**config.mk**
```make
export PLATFORM = sky130hd
export DESIGN_NAME = instr_fetch_unit
export DESIGN_NICKNAME = d
export VERILOG_FILES = /design/src/rtl/cpu_pkg.sv /design/src/rtl/fetch_queue.sv /design/src/rtl/instr_fetch_unit.sv
export SDC_FILE = /design/constraint.sdc
export NUM_CORES = 1
export LEC_CHECK = 0
export BUFFER_PORTS_ARGS = -buffer_cell sky130_fd_sc_hd__buf_2
export CAP_MARGIN = 20
export CORE_MARGIN = 4
export CORE_UTILIZATION = 58
export DETAILED_ROUTE_END_ITERATION = 8
export GPL_ROUTABILITY_DRIVEN = 0
export PLACE_DENSITY_LB_ADDON = 0.2
export SETUP_SLACK_MARGIN = 0.2
export SLEW_MARGIN = 20
export SYNTH_ARGS = -nofsm -noshare
export SYNTH_HDL_FRONTEND = slang
export SYNTH_SLANG_ARGS = --single-unit
```
**constraint.sdc**
```tcl
create_clock -name clk -period 3.4 [get_ports clk]
set_clock_uncertainty 0.05 [all_clocks]
set_input_delay 0.34 -clock clk [delete_from_list [all_inputs] [get_ports clk]]
set_output_delay 0.34 -clock clk [all_outputs]
set_load 0.05 [all_outputs]
```
**src/rtl/cpu_pkg.sv**
```systemverilog
// Shared definitions for the CPU front end: opcodes, widths and the fetch queue entry.
package cpu_pkg;

    localparam int ADDR_W  = 12;
    localparam int INSTR_W = 16;

    localparam logic [3:0] OPC_JMP = 4'hF;
    localparam logic [3:0] OPC_BNE = 4'hE;

    // One fetched instruction together with the byte address it came from
    typedef struct packed {
        logic [INSTR_W-1:0] instr;
        logic [ADDR_W-1:0]  pc;
    } fetch_entry_t;

    // Force a byte address onto a 16-bit word boundary
    function automatic logic [ADDR_W-1:0] word_align(input logic [ADDR_W-1:0] addr);
        return {addr[ADDR_W-1:1], 1'b0};
    endfunction

endpackage

```
**src/rtl/fetch_queue.sv**
```systemverilog
// Small synchronous FIFO of fetch entries between fetch and decode.
// The head entry is read straight from the storage flops, so decode sees
// registered data that holds still while it stalls.
module fetch_queue
    import cpu_pkg::*;
#(
    parameter int DEPTH = 2
) (
    input  logic         clk,
    input  logic         rst,
    input  logic         push,
    input  fetch_entry_t push_entry,
    input  logic         pop,
    input  logic         flush,
    output fetch_entry_t head,
    output logic         full,
    output logic         empty
);

    localparam int PTR_W = (DEPTH > 1) ? $clog2(DEPTH) : 1;
    localparam int CNT_W = $clog2(DEPTH + 1);

    fetch_entry_t       entry_reg [DEPTH];
    logic [PTR_W-1:0]   wr_ptr_reg;
    logic [PTR_W-1:0]   rd_ptr_reg;
    logic [CNT_W-1:0]   count_reg;

    logic do_push;
    logic do_pop;

    assign full    = (count_reg == CNT_W'(DEPTH));
    assign empty   = (count_reg == '0);
    // A push into a full queue is only legal when the head leaves the same cycle
    assign do_push = push && (!full || pop) && !flush;
    assign do_pop  = pop && !empty && !flush;
    assign head    = entry_reg[rd_ptr_reg];

    // Per-slot storage: each slot captures the incoming entry when it is the write target
    generate
        for (genvar gi = 0; gi < DEPTH; gi++) begin : g_slot
            always_ff @(posedge clk or posedge rst) begin
                if (rst) begin
                    entry_reg[gi] <= '0;
                end else if (do_push && (wr_ptr_reg == PTR_W'(gi))) begin
                    entry_reg[gi] <= push_entry;
                end
            end
        end
    endgenerate

    // Pointer and occupancy bookkeeping; flush empties the queue in one cycle
    always_ff @(posedge clk or posedge rst) begin
        if (rst) begin
            wr_ptr_reg <= '0;
            rd_ptr_reg <= '0;
            count_reg  <= '0;
        end else if (flush) begin
            wr_ptr_reg <= '0;
            rd_ptr_reg <= '0;
            count_reg  <= '0;
        end else begin
            if (do_push) begin
                wr_ptr_reg <= wr_ptr_reg + PTR_W'(1);
            end
            if (do_pop) begin
                rd_ptr_reg <= rd_ptr_reg + PTR_W'(1);
            end
            case ({do_push, do_pop})
                2'b10:   count_reg <= count_reg + CNT_W'(1);
                2'b01:   count_reg <= count_reg - CNT_W'(1);
                default: count_reg <= count_reg;
            endcase
        end
    end

endmodule

```
**src/rtl/instr_fetch_unit.sv**
```systemverilog
// Instruction fetch front end: owns the PC, folds unconditional JMPs without
// passing them to decode, buffers fetched words and applies execute redirects.
module instr_fetch_unit
    import cpu_pkg::*;
#(
    parameter logic [ADDR_W-1:0] RESET_PC = 12'h000,
    parameter int                DEPTH    = 2
) (
    input  logic               clk,
    input  logic               rst,
    output logic [ADDR_W-1:0]  imem_addr,
    input  logic [INSTR_W-1:0] imem_data,
    output logic               id_valid,
    input  logic               id_ready,
    output logic [INSTR_W-1:0] id_instr,
    output logic [ADDR_W-1:0]  id_pc,
    input  logic               redirect_valid,
    input  logic [ADDR_W-1:0]  redirect_pc,
    output logic               jmp_folded
);

    logic [ADDR_W-1:0] pc_reg;
    logic              jmp_folded_reg;

    fetch_entry_t      push_entry;
    fetch_entry_t      head;
    logic              q_full;
    logic              q_empty;
    logic              accept;
    logic              slot_free;
    logic              fetch;
    logic              is_jmp;
    logic              push;
    logic              unused_redirect_lsb;

    // Bit 0 of the redirect target is dropped by word alignment
    assign unused_redirect_lsb = redirect_pc[0];

    assign imem_addr  = pc_reg;
    assign id_valid   = !q_empty;
    assign id_instr   = head.instr;
    assign id_pc      = head.pc;
    assign jmp_folded = jmp_folded_reg;

    // Decode takes the head whenever both sides agree, even during a redirect
    assign accept     = id_valid && id_ready;
    // A full queue still has room if its head is leaving this cycle
    assign slot_free  = !q_full || accept;
    assign fetch      = !redirect_valid && slot_free;
    assign is_jmp     = (imem_data[15:12] == OPC_JMP);
    assign push       = fetch && !is_jmp;

    assign push_entry.instr = imem_data;
    assign push_entry.pc    = pc_reg;

    fetch_queue #(
        .DEPTH (DEPTH)
    ) u_queue (
        .clk        (clk),
        .rst        (rst),
        .push       (push),
        .push_entry (push_entry),
        .pop        (accept),
        .flush      (redirect_valid),
        .head       (head),
        .full       (q_full),
        .empty      (q_empty)
    );

    // PC update: redirect beats a JMP fold, which beats sequential advance
    always_ff @(posedge clk or posedge rst) begin
        if (rst) begin
            pc_reg <= RESET_PC;
        end else if (redirect_valid) begin
            pc_reg <= word_align(redirect_pc);
        end else if (fetch && is_jmp) begin
            pc_reg <= {imem_data[10:0], 1'b0};
        end else if (fetch) begin
            pc_reg <= pc_reg + ADDR_W'(2);
        end
    end

    // One-cycle marker for each JMP consumed by fetch
    always_ff @(posedge clk or posedge rst) begin
        if (rst) begin
            jmp_folded_reg <= 1'b0;
        end else begin
            jmp_folded_reg <= fetch && is_jmp;
        end
    end

endmodule

```
Word-level counts from Yosys, hierarchy flattened
Cells that the tools add are included.

cells by class
  eq/ne operators = 4
  reductions and logical operators = 20
  magnitude comparators = 1
  muxes and demuxes = 12
  bitwise gates (word level) = 2
  $add $sub $neg = 5

operators by type and width
  kind                                               count
  two-way mux 28 bit                                 3
  two-way mux 12 bit                                 3
  adder 12 x 2 -> 12 bit (second input constant)     1
  logical AND 1 bit                                  10
  nonzero test 3 bit                                 2
  == test 2 bit (second input constant)              2
  == test 4 bit (second input constant)              1
  zero test 1 bit                                    4
  two-way mux 1 bit                                  4
  one-hot mux 2 bit (2 select lines)                 1
  nonzero test 2 bit                                 2
  adder 1 bit (second input constant)                2
  adder 2 x 1 -> 2 bit (second input constant)       1
  == test 2 x 1 -> 1 bit (second input constant)     1
  >= comparator 2 bit (second input constant)        1
  zero test 2 bit                                    1
  two-way mux 2 bit                                  1
  inverter 1 -> 2 bit                                1
  subtractor 2 x 1 -> 2 bit (second input constant)  1
  logical OR 1 bit                                   1
  inverter 1 bit                                     1

storage, ports and cells
  output and inout bits = 42
  word-level logic and storage cells = 53
  bits in registers = 73
  bits of input ports = 32

Logic depth before layout (Yosys ltp)
  depth in word-level cells = 11
  gate-level depth with buffers = 6
  gate-level depth less buffers = 5

Cells and area by module
Synthesis repeated with hierarchy kept, for this count alone.

unflattened totals
  cells, all modules = 279
  area, all modules = 3563.4 µm²

by module, submodules not included
  module            area each (µm²)  cells each  sequential area each (µm²)  instances
  fetch_queue       2688.8           176         1501.4                      1
  instr_fetch_unit  874.6            103         300.3                       1

Least setup slack after synthesis
Ideal clock, no wire load.

  path type = register -> output
  start point = register u_queue.rd_ptr_reg
  end point = output port id_instr[0]
  path slack = 1515 ps
  buffers on the path = 2
  data required time = 3010 ps
  arrival = 1495 ps
  cell stages (with the launch flop) = 4
  path through = dfrtp_1 clkbuf_1 buf_1 mux2_2

on the way
  word-level cells in the longest chain between the ends = 4

RTL lines
  what                                                    line                    text
  start, declared                                         fetch_queue.sv:25       logic [PTR_W-1:0] rd_ptr_reg;
  start signal, assigned                                  fetch_queue.sv:66       rd_ptr_reg <= rd_ptr_reg + PTR_W'(1);
  inverter 1 -> 2 bit (not written as such)               fetch_queue.sv:36       assign head = entry_reg[rd_ptr_reg];
  two-way mux 28 bit (not written as such) (3 in series)  fetch_queue.sv:36
  end, declared                                           instr_fetch_unit.sv:15  output logic [INSTR_W-1:0] id_instr,

No other way between the ends. The select of a mux whose other input is x is not followed.

Worst setup path after layout
  start point = register u_queue.rd_ptr_reg
  end point = output port id_pc[1]

on the way
  word-level cells in the longest chain between the ends = 4

RTL lines
  what                                                    line                    text
  inverter 1 -> 2 bit (not written as such)               fetch_queue.sv:36
  two-way mux 28 bit (not written as such) (3 in series)  fetch_queue.sv:36
  end, declared                                           instr_fetch_unit.sv:16  output logic [ADDR_W-1:0] id_pc,

No other way between the ends. The select of a mux whose other input is x is not followed.

==> metrics.txt <==
IO Port Bufs=70; post-detailed-route count of antenna-violating nets=0; overall via count from detail_route=2416; num ports=74; antenna violations before repair=0; Die X=85.1 µm; outcome=finished clean; DRT iter0 DRCs=200; capturing element type of the critical path=primary output; CTS tree=yes; part of the cycle the worst path needs=0.695; number of remaining DRC errors=0; vias per cell=5.81; transition time at the pin with the least slew margin=between 0.6 and 0.7 ns; flip-flop and latch count after synthesis=70; Yosys warning count=0; Core Box Area=around 5600 µm²; reg-to-reg startpoint=u_queue.count_reg[1]; total track usage=0.225; Final WS setup=1.04 ns; final count of negative-setup-slack endpoints=0; utilization of the core after routing=0.713; cell type with the largest total area after synthesis=dfrtp_1; total standard cell area after synthesis=3440 µm²; FF-to-FF setup slack=1.15 ns; half-perimeter wire length after detailed placement=5.23 mm; vertical die dimension=85.1 µm; global route total overflow=0; most common cell in the netlist=dfrtp_1; Post-Syn Instances=266; top metal layer carrying routed signals=met4; Relative slew margins=0.533; fraction of layout instances using a drive strength above 1=0.515; EDFF count, synth=0; Wirelength per Cell=18.1 µm; Rows=27; starting density of the core=0.610; Hold Fails Final Rpt=0; r2r worst-path depth=5; Critical Path Start Type=register; clock latency of the later-clocked register in the worst-skew pair=roughly 0.34 ns; area added between synthesis and finish=16.9%; buffer cell driving the clock tree root=clkbuf_8; post-placement worst setup slack=1.06 ns; primary flip-flop cell chosen by synthesis mapping=dfrtp_1; max reg flops=54; data required time at the worst endpoint=3.01 ns; average size of a mapped cell=12.9 µm²; unrepaired setup endpoints after global routing=false; Post-layout nets=between 300 and 400; CTS hold repair buffers=0; Synth area leaders=dfrtp_1 (51%), mux2_2 (20%), mux2_4 (8.7%); worst vdd rail ir drop=roughly 370 µV; FFs w/ async S/R, synth=1.00; kind of cell adding the most delay to the critical path=flip-flops; full die area=approximately 7200 µm²; count of maximum capacitance violations=0; crit path max fanout=17; Post CTS Setup Buffer Count=0; Pre-antenna DRT Iters=4; final total power=2.80 mW; total number of H-tree levels=3; Worst Hold Class=input pin to async pin; Detail Route met3 WL=444 µm; Detailed Route WL=between 7 and 8 mm; leakage power=1.85 nW; number of buffers on the longest clock path=2; most frequent cells after synthesis=dfrtp_1 (70), mux2_2 (61), mux2_4 (20), nor2_1 (17), nand2_1 (10); number of buffers created by CTS=9; Worst Path Buf+Inv=2; Worst Setup Path Type=register to primary output; minimum period implied by the final worst setup slack=2.36 ns; total placed instance area=3860 µm²; final count of pins violating max slew=0; wire length the detailed router placed on met1=3.32 mm; Sinks on Clock Net=70; terminus of the critical flop-to-flop path=u_queue.entry_reg[30]; vias in the first global route=roughly 2500; power density relative to cell area=695 nW/µm²; top-area cell type share of the netlist area=0.509; distinct cell type count of the synthesized netlist=45; Post-CTS Resized=0; Min Hold Slack=0.0583 ns; maximum number of pins on one net before global-route repair=35; maximum operating frequency=~420 MHz; sequential-to-total area share from yosys stat=0.509; total negative slack=0 ns; post-CTS clock slew at the launch and capture registers of the worst setup and hold paths=0.07 ns; ordered cell list for the critical path=buf_4, mux2_2, buf_2; Finished Layout Cells=between 400 and 500; Slowest cell on crit path=dfrtp_1; Largest stage delay, worst path=around 0.69 ns; Arr. time, crit path=1.97 ns; met2 routed WL=roughly 3.6 mm; finished layout cell area=4020 µm²; wire length of the first global-routing pass=around 13 mm; count of inserted antenna diode cells=0; total placed cells including tap cells=401
[placed cells by master (no fill, tap or decap), drive strengths merged, types with 2 or more instances in the layout]
| cell | instances |
|---|---|
| a21oi | 4 |
| a221oi | 6 |
| a311oi | 2 |
| buf | 78 |
| clkbuf | 14 |
| clkinv | 2 |
| conb | 2 |
| dfrtp | 70 |
| inv | 2 |
| mux2 | 81 |
| nand2 | 10 |
| nand3 | 6 |
| nand4 | 3 |
| nor2 | 18 |
| nor3 | 8 |
| o21a | 2 |
| o21ai | 5 |
| o22ai | 5 |
| xnor2 | 6 |
| xor2 | 2 |
[report_power, final]
| part | internal, mW | switching, mW | leakage, nW |
|---|---|---|---|
| sequential | 1.03 | 0.136 | 0.824 |
| clock | 0.301 | 0.287 | 0.0865 |
| combinational | 0.394 | 0.652 | 0.937 |
[routing by layer]
layer,global-route usage,vias to the layer above
li1,-,1107
met1,0.302,1210
met2,0.362,87
met3,0.0447,12
met4,0.0849,0
met5,0,-
[worst reg2reg max path: stages (launching register included)]
cell and delay (ns):
dfrtp_1 0.43, or3b_1 0.35, nand3_4 0.17, nor2_4 0.50, buf_4 0.29, mux2_2 0.35
[cell type report]
| cell class | count | area, µm² |
|---|---|---|
| clock inverters | 1 | 5.00 |
| repair buffers | 78 | 410 |
| multi-input cells | 178 | 1590 |
| well taps | 72 | 90.1 |
| fillers | 411 | 1620 |
| clock buffers | 14 | 163 |
| flip-flops and latches | 70 | 1750 |
| inverters | 3 | 11.3 |
[how the worst max path moves through the flow]
stage,endpoint,from,cells past startpoint
floorplan,imem_addr[10],rst,1
detailed placement,u_queue.entry_reg[30],redirect_valid,6
finish,id_pc[1],u_queue.rd_ptr_reg,3
global route,id_pc[5],u_queue.rd_ptr_reg,3
CTS,id_pc[1],u_queue.rd_ptr_reg,3
global placement,u_queue.entry_reg[34],redirect_valid,6
[logic make-up after synthesis]
family	after synthesis	share of synthesized area
AOI/OAI and AO/OA	31	0.0629
xor gates and xnor gates	8	0.0203
adders and majority gates	1	0.00363
buffers and inverters	19	0.0298
DFF	70	0.509
muxes	82	0.290
other	1	0.00109
and+or+nand+nor	54	0.0839
Power figures use the tool's default switching activity.
